$ cat src/rtl/uart_pkg.sv
// Shared types and constants for the UART transmit arbiter and its serializer.
package uart_pkg;

    typedef enum logic [1:0] {IDLE, START, DATA, STOP} ser_state_t;
    typedef enum logic       {ARB_IDLE, ARB_HOLD}      arb_state_t;

    localparam int UART_DATA_BITS = 8;

endpackage

$ cat src/rtl/uart_tx_serializer.sv
// 8N1 bit serializer, LSB first. The tx line is registered and idles high.
module uart_tx_serializer
    import uart_pkg::*;
#(
    parameter int CLKS_PER_BIT = 16
) (
    input  logic                      clk,
    input  logic                      rst,
    input  logic                      load,
    input  logic [UART_DATA_BITS-1:0] data,
    output logic                      ser_ready,
    output logic                      busy,
    output logic                      tx
);
    localparam int            BW        = (CLKS_PER_BIT > 1) ? $clog2(CLKS_PER_BIT) : 1;
    localparam logic [BW-1:0] BAUD_LAST = BW'(CLKS_PER_BIT - 1);

    ser_state_t                state_q, state_d;
    logic [BW-1:0]             baud_q, baud_d;
    logic [2:0]                bit_idx_q, bit_idx_d;
    logic [UART_DATA_BITS-1:0] shreg_q, shreg_d;
    logic                      tx_q, tx_d;
    logic                      bit_end;

    assign bit_end   = (baud_q == BAUD_LAST);
    // Accepting in the last STOP cycle lets the next start bit follow with no idle gap.
    assign ser_ready = (state_q == IDLE) || ((state_q == STOP) && bit_end);
    assign busy      = (state_q != IDLE);
    assign tx        = tx_q;

    always_comb begin
        state_d   = state_q;
        baud_d    = '0;
        bit_idx_d = bit_idx_q;
        shreg_d   = shreg_q;
        tx_d      = tx_q;
        if ((state_q != IDLE) && !bit_end) baud_d = baud_q + BW'(1);
        unique case (state_q)
            IDLE: begin
                if (load) begin
                    state_d = START;
                    shreg_d = data;
                    tx_d    = 1'b0;
                end
            end
            START: begin
                if (bit_end) begin
                    state_d   = DATA;
                    bit_idx_d = '0;
                    tx_d      = shreg_q[0];
                end
            end
            DATA: begin
                if (bit_end) begin
                    shreg_d   = shreg_q >> 1;
                    bit_idx_d = bit_idx_q + 3'd1;
                    if (bit_idx_q == 3'd7) begin
                        state_d = STOP;
                        tx_d    = 1'b1;
                    end else begin
                        tx_d = shreg_q[1];
                    end
                end
            end
            STOP: begin
                if (bit_end) begin
                    if (load) begin
                        state_d = START;
                        shreg_d = data;
                        tx_d    = 1'b0;
                    end else begin
                        state_d = IDLE;
                        tx_d    = 1'b1;
                    end
                end
            end
            default: state_d = IDLE;
        endcase
    end

    always_ff @(posedge clk) begin
        if (rst) begin
            state_q   <= IDLE;
            baud_q    <= '0;
            bit_idx_q <= '0;
            tx_q      <= 1'b1;
        end else begin
            state_q   <= state_d;
            baud_q    <= baud_d;
            bit_idx_q <= bit_idx_d;
            tx_q      <= tx_d;
        end
    end

    always_ff @(posedge clk) begin
        shreg_q <= shreg_d;
    end

endmodule

$ cat src/rtl/uart_tx_arbiter.sv
// Round-robin arbiter sharing one 8N1 UART tx line among NUM_REQ byte-stream requesters.
module uart_tx_arbiter
    import uart_pkg::*;
#(
    parameter int NUM_REQ      = 4,
    parameter int CLKS_PER_BIT = 16,
    parameter int MAX_BURST    = 8
) (
    input  logic                       clk,
    input  logic                       rst,
    input  logic [NUM_REQ-1:0]         req_valid,
    input  logic [NUM_REQ*8-1:0]       req_data,
    input  logic [NUM_REQ-1:0]         req_last,
    output logic [NUM_REQ-1:0]         req_ready,
    output logic                       tx,
    output logic                       busy,
    output logic                       grant_valid,
    output logic [$clog2(NUM_REQ)-1:0] grant_id
);
    localparam int            GW         = $clog2(NUM_REQ);
    localparam int            CW         = $clog2(MAX_BURST + 1);
    localparam logic [CW-1:0] BURST_LAST = CW'(MAX_BURST - 1);

    arb_state_t    arb_q, arb_d;
    logic [GW-1:0] grant_id_q, grant_id_d;
    logic [GW-1:0] rr_ptr_q, rr_ptr_d;
    logic [CW-1:0] burst_cnt_q, burst_cnt_d;
    logic [GW-1:0] scan_id;
    logic          scan_hit;
    logic          ser_ready;
    logic          sel_valid, sel_last, xfer, release_now;
    logic [7:0]    sel_data;

    assign sel_valid   = req_valid[grant_id_q];
    assign sel_last    = req_last[grant_id_q];
    assign sel_data    = req_data[int'(grant_id_q)*8 +: 8];
    assign grant_valid = (arb_q == ARB_HOLD);
    assign grant_id    = grant_id_q;
    assign req_ready   = (grant_valid && ser_ready) ? (NUM_REQ'(1) << grant_id_q) : '0;
    assign xfer        = grant_valid && ser_ready && sel_valid;
    // Release on end of burst, on the burst cap, or when the holder has nothing to send.
    assign release_now = (xfer && (sel_last || (burst_cnt_q == BURST_LAST)))
                       || (ser_ready && !sel_valid);

    // Lowest offset from rr_ptr wins, so scan downwards and let the last hit stick.
    always_comb begin
        scan_hit = 1'b0;
        scan_id  = '0;
        for (int k = NUM_REQ - 1; k >= 0; k--) begin
            if (req_valid[(int'(rr_ptr_q) + k) % NUM_REQ]) begin
                scan_hit = 1'b1;
                scan_id  = GW'((int'(rr_ptr_q) + k) % NUM_REQ);
            end
        end
    end

    always_comb begin
        arb_d       = arb_q;
        grant_id_d  = grant_id_q;
        rr_ptr_d    = rr_ptr_q;
        burst_cnt_d = burst_cnt_q;
        unique case (arb_q)
            ARB_IDLE: begin
                if (scan_hit) begin
                    arb_d       = ARB_HOLD;
                    grant_id_d  = scan_id;
                    burst_cnt_d = '0;
                end
            end
            ARB_HOLD: begin
                if (xfer) burst_cnt_d = burst_cnt_q + CW'(1);
                if (release_now) begin
                    arb_d    = ARB_IDLE;
                    rr_ptr_d = GW'((int'(grant_id_q) + 1) % NUM_REQ);
                end
            end
            default: arb_d = ARB_IDLE;
        endcase
    end

    always_ff @(posedge clk) begin
        if (rst) begin
            arb_q       <= ARB_IDLE;
            grant_id_q  <= '0;
            rr_ptr_q    <= '0;
            burst_cnt_q <= '0;
        end else begin
            arb_q       <= arb_d;
            grant_id_q  <= grant_id_d;
            rr_ptr_q    <= rr_ptr_d;
            burst_cnt_q <= burst_cnt_d;
        end
    end

    uart_tx_serializer #(
        .CLKS_PER_BIT(CLKS_PER_BIT)
    ) u_ser (
        .clk      (clk),
        .rst      (rst),
        .load     (xfer),
        .data     (sel_data),
        .ser_ready(ser_ready),
        .busy     (busy),
        .tx       (tx)
    );

endmodule

$ cat config.mk
export PLATFORM = sky130hd
export DESIGN_NAME = uart_tx_arbiter
export DESIGN_NICKNAME = d
export VERILOG_FILES = /design/src/rtl/uart_pkg.sv /design/src/rtl/uart_tx_serializer.sv /design/src/rtl/uart_tx_arbiter.sv
export SDC_FILE = /design/constraint.sdc
export NUM_CORES = 1
export LEC_CHECK = 0
export ABC_AREA = 1
export CAP_MARGIN = 15
export CELL_PAD_IN_SITES_DETAIL_PLACEMENT = 0
export CELL_PAD_IN_SITES_GLOBAL_PLACEMENT = 2
export CORE_MARGIN = 5
export CORE_UTILIZATION = 25
export CTS_CLUSTER_SIZE = 30
export DETAILED_ROUTE_END_ITERATION = 10
export GPL_TIMING_DRIVEN = 0
export PLACE_DENSITY = 0.81
export SLEW_MARGIN = 15
export SYNTH_ARGS = -nofsm -noshare
export SYNTH_HDL_FRONTEND = slang
export SYNTH_SLANG_ARGS = --single-unit
export TNS_END_PERCENT = 10
$ cat constraint.sdc
create_clock -name clk -period 2.65 [get_ports clk]
set_input_delay 0.265 -clock clk [delete_from_list [all_inputs] [get_ports clk]]
set_output_delay 0.265 -clock clk [all_outputs]
set_load 0.05 [all_outputs]
# After elaboration in Yosys (flattened, before gate mapping)
# Index checks and enable logic that the tools add are counted.
# totals
in_bits	42
out_inout_bits	9
ff_bits	27
wordCells	118
# op_classes
bitwise_logic	5
add_sub_neg	7
magnitude_cmp	5
shifts	2
eq_ne	13
muxes	51
reduce_logical	26
# op_table
cell	n
$shiftx 32x6->8	1
$mux 8	3
$pmux 8 s3	1
$mux 1	22
$mux 2	9
$bmux 1 s2	6
$lt 3x4->1 const B	3
$mux 4	3
$ne 2x1->1 const B	5
$add 4x1->4 const B	2
$pmux 2 s4	1
$pmux 4 s2	1
$reduce_or 2->1	4
$logic_and 1x1->1	6
$lt 2x3->1 const B	2
$mux 3	2
$pmux 3 s2	1
$reduce_and 2->1	3
$reduce_and 3->1	2
$reduce_and 5->1	1
$add 2x1->2 const B	2
$add 2x2->2 const B	2
$eq 2x2->1 const B	2
$eq 4x3->1 const B	1
other kinds (16)	24

# Longest topological paths before layout
# Gate-level depths: netlist of run 1.
# logic_depth
ltp_word	12
mapped_depth	12
depth_no_buf	12

# Modules after synthesis
# Synthesis of run 1 repeated with hierarchy kept, for this count alone.
# hier_totals
cells_unflattened	285
hier_area_um2	1988.2
# by_module_without_submodules
module	area_per_inst_um2	cells_each	n_inst
uart_tx_arbiter	1032.2	173	1
uart_tx_serializer	955.9	112	1

# Worst setup path after synthesis of run 1
# No wires, ideal clock.
# synth_timing
kind	flip-flop to flip-flop
startpoint	register u_ser.state_q[1]
endpoint	register u_ser.shreg_q[0] (enable)
setup_slack_ns	0.422
period_less_slack_ns	2.228
arrival_ns	1.868
required_ns	2.290
path_stages_with_launch	11
path_cell_list	dfxtp_1 inv_1 ha_1 inv_1 a21oi_2 nand2_2 clkinv_4 nand2_4 inv_1 o21ai_0 nor2_1
# synth_via
elab_chain_cells	3
word_cells_on_any_way	7
# synth_rtl
item	line	rtl
from (decl)	uart_tx_serializer.sv:18	ser_state_t state_q, state_d;
from (signal assigned)	uart_tx_serializer.sv:88	state_q <= state_d;
$eq 2x2->1 (tied with other cells)	uart_tx_serializer.sv:27, uart_tx_serializer.sv:38	
$ne 2x1->1 (no line) or $reduce_bool 3->1 (tied branches)	n/a	
$reduce_and 3->1 (no line) *	n/a	
to (signal assigned)	uart_tx_serializer.sv:96	shreg_q <= shreg_d;
to (decl)	uart_tx_serializer.sv:21	logic [UART_DATA_BITS-1:0] shreg_q, shreg_d;
# Mark *: on every way between the ends. The rest lies on a longest branch, timed or not.
# A chain may end at the register's enable or synchronous reset.

# Worst setup path after layout of run 1
# layout_timing
startpoint	register u_ser.state_q[1]
endpoint	register u_ser.shreg_q[4] (enable)
# Same word-level chain as after synthesis.

==> results of run 1 <==
through the flow:
step | instances | hold slack (ps) | setup slack, ps
CTS | 446 | 459 | 17.1
global placement | 442 | 432 | 289
global route | 446 | 478 | 70.6
detailed placement | 442 | 441 | 280
floorplan | 290 | 327 | 422
finish | 446 | 455 | 303
per-layer routing:
layer	routed length, µm	global-route usage (%)	share of wire, %
met1	2540	13.6	47
met5	0	0	0
met3	163	1.20	3.0
met2	2610	20.9	48
met4	87	3.57	1.6
cells in the mapped netlist, types with 3 or more instances:
master and n:
a21oi_1 14, buf_2 3, clkbuf_1 3, dfxtp_1 19
edfxtp_1 8, ha_1 13, inv_1 26, nand2_1 76
nand2_2 7, nand3_1 17, nor2_1 34, nor2_2 3
o21ai_0 26, o21ai_1 7, o22ai_1 8
flip-flops by register name (all words and copies together), names as in the netlist:
register	cells
u_ser.bit_idx_q	3
u_ser.shreg_q	8
u_ser.tx	1
u_ser.state_q	2
grant_valid	1
u_ser.baud_q	4
rr_ptr_q	2
grant_id	2
burst_cnt_q	4
logic make-up (layout without fill, tap and decap cells):
logic type	Yosys count	count (layout)
XOR/XNOR	3	3
adder cells (fa/ha/maj)	13	13
AND/OR/NAND/NOR	146	146
buffers and inverters	41	95
AO/OA/AOI/OAI	60	60
flip-flops	27	27
worst max path at each step:
stage          slack, ps        startpoint          endpoint
6_report             300  u_ser.state_q[1]  u_ser.shreg_q[4]
5_1_grt               70  u_ser.state_q[1]  u_ser.shreg_q[2]
4_1_cts               20       grant_id[0]      req_ready[0]
3_5_place_dp         280  u_ser.state_q[1]  u_ser.shreg_q[4]
3_3_place_gp         290  u_ser.state_q[1]  u_ser.shreg_q[3]
2_1_floorplan        420  u_ser.state_q[1]  u_ser.shreg_q[0]
cells in the final DEF (no fill, tap or decap), types with 7 or more instances in the layout:
master           count
nand2_1             76
o21ai_1              7
nor2_1              34
inv_1               26
clkdlybuf4s50_1     46
dfxtp_1             19
nand2_2              7
nand3_1             17
edfxtp_1             8
ha_1                13
o21ai_0             26
a21oi_1             14
o22ai_1              8
power by group:
group / switching, mW / total [mW] / internal, mW
sequential: 0.0775 / 0.656 / 0.579
combinational: 1.06 / 1.63 / 0.569
clock: 0.126 / 0.234 / 0.108
what timing repair did:
| action | CTS | global route |
|---|---|---|
| setup buffers | 0 | 0 |
| resized for setup | 0 | 4 |
| endpoints found under the setup margin | 0 | 4 |
| hold buffers | 0 | 0 |
layout make-up:
class,instances,area share [%]
Buffer,10,2.41
Clock buffer,4,1.70
Inverter,31,4.67
Multi-Input combinational cell,222,43.7
Sequential cell,27,23.4
Tap cell,102,4.82
Timing Repair Buffer,50,19.3
==> flow_summary.toml, run 1 <==
[run_status]
outcome = "finished, final reports clean"

[placement]
portBuffers = 50
gp_congestion = 0.738
placed_area_um2 = 2590
hpwl_um = 4370

[critical_path]
r2r_cells = 10
end_kind = "flip-flop"
timing.rr.end = "u_ser.shreg_q[4]"
crit_required_ps = 2570
cpLargestDelayFamily = "simple AND/OR/NAND/NOR gates"
path_max_fanout = 7
crit_chain = "inv_1 > ha_1 > inv_1 > a21oi_2 > nand2_2 > clkinv_4 > nand2_4 > inv_1 > o21ai_0 > nor2_1"
r2r_start = "u_ser.state_q[1]"
path_common_cell = "inv_1"
cp.arrival_ps = 2270
cpMaxStageDelayCell = "nor2_1"
setup.worst_path.class = "reg -> reg"
start_kind = "flip-flop"
rrSetupSlack_ps = 300
path_buf_inv = 4
cp.depth = 10
max_stage_delay_ps = 460

[routing]
wire_per_inst_um = 12.1
wl_um = 5400
drt-pass1-iter-count = 4
drt_iter0_markers = 54
vias = 1950
drtAntennaViolNets = 0
drc = 0
viasPerCell = 4.37

[clocking]
clk_latency_ps = 270
htree_num_levels = 1
clock_sinks = 27
cts_tree = "built"
clk_path_buf_depth = 2
clkTransAtPathRegs_ps = 90
cts-root-buf = "clkbuf_8"
numCtsBuffers = 3

[sta]
fmax_mhz = 426
timing.final.max_slew_violations = 0
rsz0062_at_grt = "no"
fin_crit_sh_pct = 88.6
setup_violations = 0
fin_setup_tns_ps = 0
relSlewSlack_pct = 62.1
finalHoldViolations = 0
min_period_ps = 2350
tightest_slew_ps = 566
fin_skew_ps = 3.25

[hold_path]
hold_depth = 1
hold_end = "u_ser.baud_q[0]"
min_from = "u_ser.baud_q[0]"
hp-class = "reg -> reg"

[power]
max-vdd-ir-drop_uv = 292
power_density_nw_per_um2 = 950
p_total_mw = 2.52
p_leak_nw = 1.20

[logic_synthesis]
synth_cells = 290
synth-compound-area-share_pct = 16.8
synth-xor-area-share_pct = 1.34
ys.flop_type = "dfxtp_1"
yosys.area_share.adder_pct = 8.27
synth_top_area_share_pct = 19.3
ys_ff_latch = 27
yosysTopAreaCell = "dfxtp_1"
yosys.area_share.simple_pct = 32.5
synth-edff-count = 8
ys_warn_count = 0
muxShareOfSynthArea_pct = 0
async_flop_share_pct = 0
ys_seq_area_share_pct = 31.6
synth_nets = 345
postSynthAreaPerCell_um2 = 6.78
synth_area_um2 = 1970
synth.distinct_cells = 32
synth_area_leaders = "dfxtp_1, nand2_1, edfxtp_1"
synth_top_family_by_area = "simple AND/OR/NAND/NOR gates"

[grt]
grt_max_degree = 15
grt_pass1_wl_um = 9220
globalRouteTotalUtil_pct = 11.3
grt_overflow = 0
antenna_found_initial = 0
grt_pass1_vias = 2057

[floorplanning]
io_pins = 51
initial_core_util_pct = 25.6
core_um2 = 7690
die_y_um = 98.7
row_count = 32
die_area_um2 = 9740
die_w_um = 98.7

[final_layout]
drive_gt1_share_pct = 9.59
layout.nets = 400
multi_input_area_um2 = 1160
fillerInstances = 856
register_area_um2 = 621
final_core_util_pct = 34.5
fin_area_um2 = 2650
area_growth_pct = 34.7
antennaDiodeCount = 0

[job]
maxCapViolCount = 0
(Power assumes the default switching activity.)
==> inputs of run 2 (changes only) <==
--- a/config.mk
+++ b/config.mk
@@ -10,12 +10,12 @@
 export CELL_PAD_IN_SITES_DETAIL_PLACEMENT = 0
 export CELL_PAD_IN_SITES_GLOBAL_PLACEMENT = 2
 export CORE_MARGIN = 5
-export CORE_UTILIZATION = 25
+export CORE_UTILIZATION = 26
 export CTS_CLUSTER_SIZE = 30
 export DETAILED_ROUTE_END_ITERATION = 10
 export GPL_TIMING_DRIVEN = 0
-export PLACE_DENSITY = 0.81
-export SLEW_MARGIN = 15
+export PLACE_DENSITY = 0.84
+export REMOVE_ABC_BUFFERS = 1
 export SYNTH_ARGS = -nofsm -noshare
 export SYNTH_HDL_FRONTEND = slang
 export SYNTH_SLANG_ARGS = --single-unit
==> run 2 against run 1 <==
Effect of this change:
- fmax increased by 0.29%
- register-to-register slack about the same
- sequential share of layout area up 0.76 points
- non-clock buffer count shrank 10
- clock power about the same
- first-iteration DRC count decreased by 37%
- power shrank 3.1%
- clock-buffer cell count shrank 1
- critical path type unchanged
==> flow_summary.toml, run 2 (synthesized netlist as in run 1, its figures left out) <==
[floorplanning]
io_pins = 51
row_count = 31
initial_core_util_pct = 27.0
die_y_um = 97.0
die_area_um2 = 9400
core_um2 = 7290
die_w_um = 97.0

[critical_path]
setup.worst_path.class = "reg -> reg"
end_kind = "flip-flop"
crit_chain = "inv_1 > ha_1 > inv_1 > a21oi_2 > nand2_2 > clkinv_4 > nand2_4 > inv_1 > o21ai_0 > nor2_2"
cp.depth = 10
crit_start = "u_ser.state_q[1]"
start_kind = "flip-flop"
cpLargestDelayFamily = "simple AND/OR/NAND/NOR gates"
r2r_start = "u_ser.state_q[1]"
cpMaxStageDelayCell = "dfxtp_1"
r2r_cells = 10
path_common_cell = "inv_1"
timing.rr.end = "u_ser.shreg_q[2]"
cp.arrival_ps = 2280
rrSetupSlack_ps = 310
path_buf_inv = 4
max_stage_delay_ps = 340
path_max_fanout = 15
endpoint = "u_ser.shreg_q[2]"
crit_required_ps = 2590

[routing]
viasPerCell = 4.40
wl_um = 5260
wire_per_inst_um = 12.1
drt_iter0_markers = 34
drt-pass1-iter-count = 4
drc = 0
drtAntennaViolNets = 0
vias = 1904

[sta]
timing.final.max_slew_violations = 0
finalHoldViolations = 0
relSlewSlack_pct = 65.3
whs_ps = 456
fin_crit_sh_pct = 88.3
tightest_slew_ps = 520
setup_violations = 0
fmax_mhz = 427
min_period_ps = 2340
rsz0062_at_grt = "no"
fin_skew_ps = 5.11

[clocking]
hold_buffers = 0
numCtsBuffers = 3
cts_tree = "built"
htree_num_levels = 1
clock_sinks = 27
clk_latency_ps = 270
cts-root-buf = "clkbuf_8"
clkTransAtPathRegs_ps = 100
clk_path_buf_depth = 2

[final_layout]
final_common_cell = "nand2_1"
layout.nets = 390
multi_input_area_um2 = 1160
largest_reg_flops = 8
top_regs = "u_ser.shreg_q (8), burst_cnt_q (4), u_ser.baud_q (4)"
area_growth_pct = 31.0
final_cell_mix = "nand2_1, clkdlybuf4s50_1, nor2_1, inv_1, o21ai_0"
final_core_util_pct = 35.3
register_area_um2 = 623
fillerInstances = 841
drive_gt1_share_pct = 8.98
antennaDiodeCount = 0
top_register = "u_ser.shreg_q"

[grt]
globalRouteTotalUtil_pct = 11.4
use_met3_pct = 1.73
grt_pass1_vias = 1937
use_met1_pct = 13.9
grt_max_degree = 28
antenna_found_initial = 0
grt.busiest_layer = "met2"
grt_pass1_wl_um = 9180
grt_overflow = 0
globalRouteMet2Util_pct = 20.6

[power]
p_seq_share_pct = 29.4
max-vdd-ir-drop_uv = 278
power_density_nw_per_um2 = 946
p_total_mw = 2.44
power_frac_clock_pct = 9.6
swShare_pct = 51.0
p_leak_nw = 1.13
p_sw_mw = 1.25
internal-power_mw = 1.19
combinationalPowerShare_pct = 61.0

[job]
maxCapViolCount = 0

[placement]
portBuffers = 50
hpwl_um = 4050
gp_congestion = 0.791

[run_status]
outcome = "finished, final reports clean"

[hold_path]
hp-class = "reg -> reg"
[run 2: stage by stage]
| step | TNS, ps | instance area (µm²) | std cells | setup slack, ps |
|---|---|---|---|---|
| after global placement | -179 | 2530 | 429 | -44.7 |
| after CTS | 0 | 2570 | 433 | 4.97 |
| after floorplan | 0 | 1900 | 280 | 280 |
| after detailed placement | -380 | 2530 | 429 | -69.3 |
| final | 0 | 2580 | 433 | 310 |
| after global routing | 0 | 2580 | 433 | 91.2 |
[run 2: worst min-delay path by stage]
| stage | from | end | slack [ps] | cells past startpoint |
|---|---|---|---|---|
| floorplan | rst | burst_cnt_q[3] | 330 | 1 |
| global placement | u_ser.baud_q[0] | u_ser.baud_q[0] | 430 | 1 |
| detailed placement | u_ser.baud_q[0] | u_ser.baud_q[0] | 440 | 1 |
| CTS | u_ser.baud_q[0] | u_ser.baud_q[0] | 460 | 1 |
| global route | u_ser.baud_q[0] | u_ser.baud_q[0] | 490 | 1 |
| finish | u_ser.baud_q[0] | u_ser.baud_q[0] | 460 | 1 |
[run 2: routing by layer]
metal	vias to the layer above	routed length, µm	share of wire (%)
li1	1031	-	-
met1	849	2460	47
met2	20	2580	49
met3	4	152	2.9
met4	0	69	1.3
met5	-	0	0
[run 2: cell type report]
cell class              instances  share of cell area (%)
flip-flops and latches         27                    24.2
repair buffers                 50                    19.4
clock inverters                 1                   0.194
inverters                      31                    4.81
well taps                      99                    4.81
multi-input cells             222                    45.0
clock buffers                   3                    1.60
[run 2: what timing repair did]
| item | CTS | global route |
|---|---|---|
| setup endpoints to repair | 11 | 8 |
| pin swaps | 0 | 0 |
| gates resized for setup | 5 | 2 |
| endpoints found under the hold margin | 0 | 0 |
| gates cloned | 0 | 0 |
| buffers inserted | 0 | 0 |
[run 2: power by group through the flow]
stage | registers (mW) | logic (mW) | clock network, mW
after floorplan | 0.766 | 1.04 | 0
after global placement | 0.731 | 1.51 | 0
after detailed placement | 0.731 | 1.52 | 0
after CTS | 0.726 | 1.51 | 0.245
after global routing | 0.746 | 1.70 | 0.259
final | 0.718 | 1.49 | 0.235
[run 2: worst reg2reg max path, delay by kind of cell, from the launching register on]
kind / cells / cell delay [ps]
buffers and inverters: 4 / 580
AND/OR/NAND/NOR: 3 / 580
flip-flops: 1 / 340
AO/OA/AOI/OAI: 2 / 280
adder cells (fa/ha/maj): 1 / 250
